$ cat src/rtl/unpacked_window_pkg.sv
// Shared constants, window mode enum and window legality rule
// for the unpacked window buffer.
package unpacked_window_pkg;

  localparam int W_D     = 4;
  localparam int DEPTH_D = 5;
  localparam int WIN_D   = 3;

  typedef enum logic {
    WIN_ASC  = 1'b0,
    WIN_DESC = 1'b1
  } win_mode_e;

  // Legal when the whole window lies inside the array
  // and its highest index has already been filled.
  function automatic logic win_legal(
    int        base,
    win_mode_e mode,
    int        cnt,
    int        depth = DEPTH_D,
    int        win   = WIN_D
  );
    int hi;
    if (base < 0 || base >= depth) return 1'b0;
    if (mode == WIN_DESC) begin
      if (base < win - 1) return 1'b0;
      hi = base;
    end else begin
      hi = base + win - 1;
      if (hi > depth - 1) return 1'b0;
    end
    return (hi < cnt);
  endfunction

endpackage

$ cat src/rtl/window_pick.sv
// Combinational reduce of one window: last element and
// XOR of all elements.
module window_pick
  import unpacked_window_pkg::*;
#(
  parameter int W   = W_D,
  parameter int WIN = WIN_D
) (
  input  logic [W-1:0] f [WIN],
  output logic [W-1:0] pick,
  output logic [W-1:0] x
);

  assign pick = f[WIN-1];

  always_comb begin
    x = '0;
    for (int k = 0; k < WIN; k++)
      x = x ^ f[k];
  end

endmodule

$ cat src/rtl/unpacked_window_buf.sv
// Shift/load element buffer with NCH windowed read channels
// and registered per-channel pick/XOR results.
module unpacked_window_buf
  import unpacked_window_pkg::*;
#(
  parameter int  W     = W_D,
  parameter int  DEPTH = DEPTH_D,
  parameter int  WIN   = WIN_D,
  parameter int  NCH   = 2,
  localparam int IDXW  = (DEPTH > 1) ? $clog2(DEPTH) : 1,
  localparam int CNTW  = $clog2(DEPTH + 1)
) (
  input  logic              clk,
  input  logic              rst_n,
  input  logic              load,
  input  logic [W*DEPTH-1:0] load_data,
  input  logic              push,
  input  logic [W-1:0]      push_data,
  input  logic [NCH-1:0]    chan_req,
  input  logic [NCH-1:0]    chan_desc,
  input  logic [NCH*IDXW-1:0] chan_base,
  output logic [NCH-1:0]    out_valid,
  output logic [NCH-1:0]    out_err,
  output logic [NCH*W-1:0]  out_pick,
  output logic [NCH*W-1:0]  out_xor,
  output logic [CNTW-1:0]   count
);

  logic [W-1:0] mem [DEPTH];

  always_ff @(posedge clk) begin
    if (!rst_n) begin
      for (int i = 0; i < DEPTH; i++)
        mem[i] <= '0;
      count <= '0;
    end else if (load) begin
      for (int i = 0; i < DEPTH; i++)
        mem[i] <= load_data[i*W +: W];
      count <= CNTW'(DEPTH);
    end else if (push) begin
      mem[0] <= push_data;
      for (int i = 1; i < DEPTH; i++)
        mem[i] <= mem[i-1];
      if (count != CNTW'(DEPTH))
        count <= count + 1'b1;
    end
  end

  for (genvar c = 0; c < NCH; c++) begin : g_ch
    logic [IDXW-1:0] base;
    win_mode_e       mode;
    logic            legal;
    int              lo;
    logic [W-1:0]    f [WIN];
    logic [W-1:0]    pick;
    logic [W-1:0]    x;
    logic            v_q;
    logic            e_q;
    logic [W-1:0]    p_q;
    logic [W-1:0]    x_q;

    assign base  = chan_base[c*IDXW +: IDXW];
    assign mode  = win_mode_e'(chan_desc[c]);
    assign legal = win_legal(int'(base), mode,
                             int'(count), DEPTH, WIN);

    // Low index picked from constant candidates so an
    // out-of-range base never addresses mem.
    always_comb begin
      lo = (mode == WIN_DESC) ? int'(base) - (WIN - 1)
                              : int'(base);
      for (int k = 0; k < WIN; k++)
        f[k] = '0;
      if (legal) begin
        for (int l = 0; l <= DEPTH - WIN; l++) begin
          if (lo == l) begin
            for (int k = 0; k < WIN; k++)
              f[k] = mem[l+k];
          end
        end
      end
    end

    window_pick #(
      .W   (W),
      .WIN (WIN)
    ) u_pick (
      .f    (f),
      .pick (pick),
      .x    (x)
    );

    always_ff @(posedge clk) begin
      if (!rst_n) begin
        v_q <= 1'b0;
        e_q <= 1'b0;
        p_q <= '0;
        x_q <= '0;
      end else if (chan_req[c]) begin
        v_q <= 1'b1;
        e_q <= !legal;
        p_q <= legal ? pick : '0;
        x_q <= legal ? x : '0;
      end else begin
        v_q <= 1'b0;
      end
    end

    assign out_valid[c]         = v_q;
    assign out_err[c]           = e_q;
    assign out_pick[c*W +: W]   = p_q;
    assign out_xor[c*W +: W]    = x_q;
  end

endmodule

$ cat config.mk
export PLATFORM = sky130hd
export DESIGN_NAME = unpacked_window_buf
export DESIGN_NICKNAME = d
export VERILOG_FILES = /design/src/rtl/unpacked_window_pkg.sv /design/src/rtl/window_pick.sv /design/src/rtl/unpacked_window_buf.sv
export SDC_FILE = /design/constraint.sdc
export NUM_CORES = 1
export LEC_CHECK = 0
export ABC_AREA = 1
export BUFFER_PORTS_ARGS = -buffer_cell sky130_fd_sc_hd__buf_4
export CORE_MARGIN = 1
export CORE_UTILIZATION = 47
export CTS_BUF_LIST = sky130_fd_sc_hd__clkbuf_4 sky130_fd_sc_hd__clkbuf_8 sky130_fd_sc_hd__clkbuf_16
export CTS_CLUSTER_DIAMETER = 200
export CTS_CLUSTER_SIZE = 24
export DETAILED_ROUTE_END_ITERATION = 8
export PLACE_DENSITY = 0.77
export SYNTH_ARGS = -nofsm -noshare
export SYNTH_HDL_FRONTEND = slang
export SYNTH_HIERARCHICAL = 1
export SYNTH_SLANG_ARGS = --single-unit
$ cat constraint.sdc
create_clock -name clk -period 3.9 [get_ports clk]
set_input_delay 1.17 -clock clk [delete_from_list [all_inputs] [get_ports clk]]
set_output_delay 1.17 -clock clk [all_outputs]
set_load 0.05 [all_outputs]
After elaboration in Yosys (flattened, before gate mapping). Memory sizes are Yosys's and may differ from the RTL's. Cells that the tools add are included.

Output and inout port bits: 23. Word-level logic and storage cells: 126. Flip-flop bits (word level): 23. Bits of input ports: 38. Memories kept: 1. Memory bits (writable): 20.

Memories: mem (depth 5, bits a word 4, rd ports 5, clocked after Yosys merged registers in 0, write ports 5, RTL line unpacked_window_buf.sv:29) `logic [W-1:0] mem [DEPTH];`.

Add/sub/neg operators: 7. Equality and inequality tests: 5. Muxes and demuxes: 71. Bitwise logic cells: 15. Order comparisons: 8. Reduce and logical (&&, ||, !) cells: 9.

Operators by type and width (number): $mux 32 (6); $mux 12 (8); $eq 32x2->1 const B (2); $eq 32x3->1 const B (2); $logic_not 32->1 (2); $lt 32x4->1 (2); $mux 4 (14); $mux 1 (38); $xor 4x4->4 (4); $mux 3 (5); $gt 5x4->1 const B (2); $or 1x1->1 (10); $sub 4x1->5 const B (2); $add 3x2->4 const B (2); $sub 3x2->4 const B (2); $ge 3x3->1 const B (2); $lt 3x2->1 const B (2); $reduce_and 2->1 (2); $reduce_bool 2->1 (2); $add 3x1->3 const B (1); $ne 3x3->1 const B (1); $logic_not 1->1 (2); $reduce_or 2->1 (1); $not 1->1 (1).

Depth between registers and ports, before layout. Gate-level depths: netlist (run 1).

Word-level depth: 14. Mapped depth: 23.

Cells and area by module. The synthesis (run 1) kept the hierarchy.

Modules (own cells, without submodules): unpacked_window_buf (cells each 465, times used 1, area each 3175.5 um2); window_pick (cells each 40, times used 2, area each 170.2 um2).

Least setup slack after synthesis (run 1). OpenSTA, ideal clock, no wires.

Kind: input-to-reg. Start: in chan_base[4]. End: reg g_ch[1].x_q[1]. Slack: 0.624 ns. Required time: 3.772 ns. Data arrival time: 3.148 ns. Library setup time: 0.128 ns. Stages: 23. Cells stage by stage: inv_1 ha_1 inv_1 nor2_1 a31o_2 ha_1 nor2_1 nand2_1 inv_1 nand2_2 nor2_8 nand2_2 inv_2 buf_8 nand2_2 nor2_1 inv_1 nand2_1 nand2_1 nand2_1 nand2_1 nand3_1 a21oi_1.

RTL lines: from (decl) (RTL line unpacked_window_buf.sv:21) `input logic [NCH*IDXW-1:0] chan_base,`; to (signal assigned) (RTL line unpacked_window_buf.sv:103) `x_q <= legal ? x : '0;`; to (decl) (RTL line unpacked_window_buf.sv:60) `logic [W-1:0] x_q;`.

==> results.toml, run 1 <==
[die]
chipWidth_um = 88.49
die_area_um2 = 7830
ios = 61
die_h_um = 88.49
start_util_pct = 48.47
fp-row-count = 31
coreArea_um2 = 7253

[synth]
synth.distinct_cells = 26
synth_top_area_share_pct = 17.08
synth_fp_nets = 597
yosys_warnings = 6
synthCells = 545
synth_area_leader_cell = "edfxtp_1"
ys_ff_latch = 43
seq_area_frac_synth_pct = 30.18
yosys-top-cells-area = "edfxtp_1 (17%), dfxtp_1 (13%), nand2_1 (11%), nand3_1 (11%), inv_1 (7.8%)"
synthesis.area_um2 = 3516
avgSynthCellArea_um2 = 6.451

[grt]
grt_pass1_vias = 3265
grt_overflow = 0
grt_max_degree = 41
grtUsageMet1_pct = 28.02
top_usage_layer = "met2"
grt_use_met3_pct = 3.451
antenna_found_initial = 0
gr-usage-met2_pct = 41.75
grtUsageTotal_pct = 23.57
grt_pass1_wl_um = 14500

[routing]
via_count = 3538
via_per_inst = 5.218
drt_iter0_drc = 260
wl_per_cell_um = 12.68
dr.pass1.iters = 5
drc_errors = 0
wirelength_um = 8597
ant_nets = 0

[sta]
worst_pin_slew_ps = 827.2
final-setup-viol-count = 0
fmax_mhz = 302.5
finalHoldViolCount = 0
rsz0062_at_grt = "false"
fin_tns_setup_ps = 0
period_minus_slack_ps = 3306
slew_viol_final = 0
hold_slack_ps = 536.7
slew_headroom_pct = 44.72
finClkSkew_ps = 9.050
finalCritPeriodShare_pct = 84.77

[cells_and_area]
fin_area_um2 = 3978
final_util_pct = 54.84
n_antenna_cell = 0
final_layout_size_suffix_gt1_share_pct = 18.31
area_delta_synth_final_pct = 13.13
nNetsFinal = 630

[cts]
hold_buffers = 0
cts_inserted_buffers = 5
cts_root_buffer = "clkbuf_8"
clkTransAtPathRegs_ps = 80
cts_resized = 0
cts_tree = "yes"
cts_max_path_buffers = 2
cts.sinks = 43
clock_latency_ps = 310
postCtsSetupRepairBufs = 0
htreeDepth = 2

[power]
power_density_nw_per_um2 = 296.5
p_leak_nw = 1.865
p_total_w = 0.001179
peakVddDrop_v = 0.0002011

[worst_setup_path]
cp_max_fo = 12
worstSetupEndpointType = "flip-flop"
reg2reg_depth = 17
crit_type = "in2reg"
cpPeakStageDelay_ps = 270
crit_chain = "buf_4 -> inv_1 -> ha_1 -> inv_1 -> nor2_1 -> a31o_2 -> ha_1 -> nor2_1 -> nand2_1 -> inv_1 -> nand2_2 -> nor2_8 -> nand2_2 -> inv_2 -> nand2_1 -> nor2_1 -> inv_1 -> nand2_1 -> nand3_1 -> nand2_1 -> nand3_1 -> a21oi_1"
arrival_ps = 3540
start_kind = "primary input"
cp_slowest_cell = "ha_1"
crit_required_ps = 4130

[run_status]
run_status = "finished clean"

[min_path]
hold_class = "reg2reg"
min_delay_path_depth = 2

[place]
routabilityCongestion = 0.8755
placed_area_um2 = 3894
hpwl_um = 6504
port_buffers = 60

[flow_run]
cap_violations = 0
==> path summary, 6_finish.rpt <==
check,startpoint,end,slack [ps]
worst max-delay path,chan_base[4],g_ch[1].x_q[3],590
worst min-delay path,g_ch[1].x_q[3],g_ch[1].x_q[3],540
worst max register to register,count[2],g_ch[1].x_q[3],1730
worst min register to register,g_ch[1].x_q[3],g_ch[1].x_q[3],540
==> layout by cell type, fill, tap and decap left out <==
cell type / netlist / layout
inv_2: 6 / 6
nand3_1: 79 / 79
a21oi_2: 2 / 2
edfxtp_1: 20 / 20
clkbuf_8: 0 / 5
nand4_1: 28 / 28
xor2_1: 1 / 1
ha_1: 14 / 14
nor2_1: 72 / 72
inv_1: 73 / 73
o31ai_1: 1 / 1
nor2_8: 2 / 2
a31o_2: 2 / 2
nand2_2: 19 / 19
o21ai_0: 38 / 38
a21oi_1: 17 / 17
nand2_1: 107 / 107
nand3_2: 2 / 2
nor2_4: 1 / 1
buf_4: 13 / 62
nor2_2: 2 / 2
clkinv_2: 0 / 3
dfxtp_1: 23 / 23
==> power by group <==
| group | total (W) | switching [W] | internal, W |
|---|---|---|---|
| Sequential | 0.000527 | 0.0000223 | 0.000505 |
| Clock | 0.000292 | 0.000169 | 0.000123 |
| Combinational | 0.000361 | 0.000247 | 0.000114 |
==> registers in the layout, indices dropped and copies added, names as in the netlist <==
name      cells
count         3
g_ch.x_q      8
mem          20
g_ch.p_q      8
g_ch.e_q      2
g_ch.v_q      2
==> logic make-up (layout without fill, tap and decap cells) <==
group	after synthesis	in the layout	share of synthesized area (%)
DFF	43	43	30.18
and+or+nand+nor	312	312	41.10
AOI/OAI and AO/OA	60	60	9.039
xor gates and xnor gates	1	1	0.2492
adders and majority gates	14	14	4.982
buffers and inverters	115	149	14.45
==> metrics by stage <==
step                      setup WS (ps)  std cells
after floorplan                   624.5        545
after global placement            370.4        670
after detailed placement          272.5        670
after CTS                         587.1        678
after global routing              284.3        678
final                             593.9        678
==> synth_stat cells <==
library cell    n
nand2_2        19
nand3_1        79
clkbuf_1       13
buf_6           1
buf_1           1
nand4_1        28
inv_2           6
nor2_2          2
a21oi_2         2
nand3_2         2
nor2_1         72
a21oi_1        17
edfxtp_1       20
nor2_4          1
nand2_1       107
buf_2           7
nor2_8          2
a31o_2          2
o31ai_1         1
o21ai_0        38
buf_4          13
buf_8           1
dfxtp_1        23
inv_1          73
xor2_1          1
ha_1           14
==> cell type report <==
cell class	count	area [um^2]
inverter	79	296.5
timing repair buffer	62	465.4
clock buffer	5	68.82
fill	736	3276
multi-input combinational	387	1947
tap	99	123.9
clock inverter	3	15.01
sequential	43	1061
==> routing by layer <==
layer / vias up / wire [um]
li1: 1821 / -
met1: 1589 / 3706
met2: 110 / 4185
met3: 18 / 434
met4: 0 / 271
met5: - / 0
==> critical path, delay by kind of cell <==
| kind | cells | cell delay (ps) |
|---|---|---|
| adder cells (fa/ha/maj) | 2 | 440 |
| AND/OR/NAND/NOR | 12 | 960 |
| buffers and inverters | 6 | 620 |
| AO/OA/AOI/OAI | 2 | 340 |
Note: power is estimated with default switching activity, not from simulation.
==> run 2, diff against run 1 <==
Clock period 3.9 ns to 3.3 ns, I/O delays scaled along.
==> results.toml, run 2 (synthesis results as in run 1) <==
[run_status]
run_status = "finished clean"

[sta]
worst_pin_slew_ps = 399.1
rsz0062_at_grt = "false"
setup_ws_ps = 275.8
slew_viol_final = 0
finalHoldViolCount = 0
fmax_mhz = 330.7
slew_headroom_pct = 73.33
final-setup-viol-count = 0
period_minus_slack_ps = 3024
finClkSkew_ps = 4.353
finalCritPeriodShare_pct = 91.64
hold_slack_ps = 533.0

[cts]
cts_max_path_buffers = 2
cts.sinks = 43
cts_tree = "yes"
postCtsSetupRepairBufs = 0
cts_inserted_buffers = 5
htreeDepth = 2
cts_root_buffer = "clkbuf_8"
hold_buffers = 0
clkTransAtPathRegs_ps = 90
clock_latency_ps = 310

[routing]
via_per_inst = 5.089
wl_per_cell_um = 12.35
drc_errors = 0
dr.pass1.iters = 4
drt_iter0_drc = 153
wirelength_um = 8485
via_count = 3496
ant_nets = 0

[worst_setup_path]
cp_slowest_cell = "ha_1"
path_buf_inv = 6
arrival_ps = 3260
worstSetupEndpointType = "flip-flop"
reg2reg_depth = 18
crit_chain = "buf_4 -> inv_1 -> ha_1 -> inv_1 -> nor2_1 -> a31o_2 -> ha_1 -> nor2_1 -> nand2_1 -> inv_1 -> nand2_2 -> nor2_8 -> nand2_2 -> clkinv_2 -> nand2_1 -> nor2_1 -> inv_1 -> nand2_1 -> nand3_1 -> nand2_1 -> nand3_1 -> a21oi_1"
crit_required_ps = 3540
path_depth = 22
cpPeakStageDelay_ps = 260
start_kind = "primary input"
crit_type = "in2reg"
crit_family = "simple AND/OR/NAND/NOR gates"
cp_max_fo = 12

[die]
ios = 61
chipWidth_um = 88.49
die_h_um = 88.49
die_area_um2 = 7830
fp-row-count = 31
start_util_pct = 48.47
coreArea_um2 = 7253

[place]
hpwl_um = 6666
place_ws_ps = -71.18
port_buffers = 60
routabilityCongestion = 0.8565
dp.cells = 679

[flow_run]
cap_violations = 0

[grt]
grtUsageMet1_pct = 29.06
grt_max_degree = 41
grt_use_met3_pct = 3.358
grt_pass1_vias = 3179
grt_overflow = 0
gr-usage-met2_pct = 40.21
antenna_found_initial = 0
grtUsageTotal_pct = 23.55
grt_pass1_wl_um = 14400
top_usage_layer = "met2"

[min_path]
hold_class = "reg2reg"
min_delay_path_depth = 2

[power]
p_leak_nw = 1.905
p_total_w = 0.001420
peakVddDrop_v = 0.0001840
power_density_nw_per_um2 = 350.4

[cells_and_area]
final_layout_size_suffix_gt1_share_pct = 19.56
largest_reg_flops = 20
area_delta_synth_final_pct = 15.30
nNetsFinal = 639
regMostFlops = "mem"
final_cell_mix = "nand2_1 (107), nand3_1 (79), inv_1 (73)"
largestRegisters = "mem x20, g_ch.p_q x8, g_ch.x_q x8"
n_antenna_cell = 0
stdcell_count = 687
final_common_cell = "nand2_1"
final_util_pct = 55.89
## run 2: cell type report
type	instances	area [um^2]
Clock inverter	3	22.52
Timing Repair Buffer	71	533.0
Fill cell	701	3199
Clock buffer	5	68.82
Multi-Input combinational cell	387	1947
Sequential cell	43	1061
Inverter	79	297.8
Tap cell	99	123.9
## run 2: metrics by stage
stage | setup TNS (ps) | instance area, um^2
4_1_cts | 0 | 4053
3_3_place_gp | 0 | 3961
3_5_place_dp | -356.1 | 3961
6_report | 0 | 4054
2_1_floorplan | 0 | 3516
5_1_grt | 0 | 4054
## run 2: final timing paths
check / start / to / slack (ps)
max: chan_base[4] / g_ch[1].x_q[3] / 280
min: g_ch[0].p_q[2] / g_ch[0].p_q[2] / 530
max reg2reg: count[2] / g_ch[0].x_q[3] / 1220
min reg2reg: g_ch[0].p_q[2] / g_ch[0].p_q[2] / 530
## run 2: per-layer routing
layer | wire length (um) | up-vias
met1 | 3769 | 1566
met5 | 0 | -
met4 | 252 | 0
met2 | 4138 | 73
li1 | - | 1841
met3 | 324 | 16
## run 2: power by group
| part | switching (W) | internal, W | total, W |
|---|---|---|---|
| sequential | 0.0000261 | 0.000596 | 0.000622 |
| combinational | 0.000296 | 0.000147 | 0.000443 |
| clock | 0.000203 | 0.000152 | 0.000355 |
## run 2: what timing repair did
item / in CTS / in global routing
hold endpoints to repair: 0 / 0
setup endpoints to repair: 0 / 1
gates resized for setup: 0 / 1
## run 2: worst min-delay path, stage by stage (launching register included)
cell and delay [ps]:
dfxtp_1 330, o21ai_0 70, a21oi_1 100
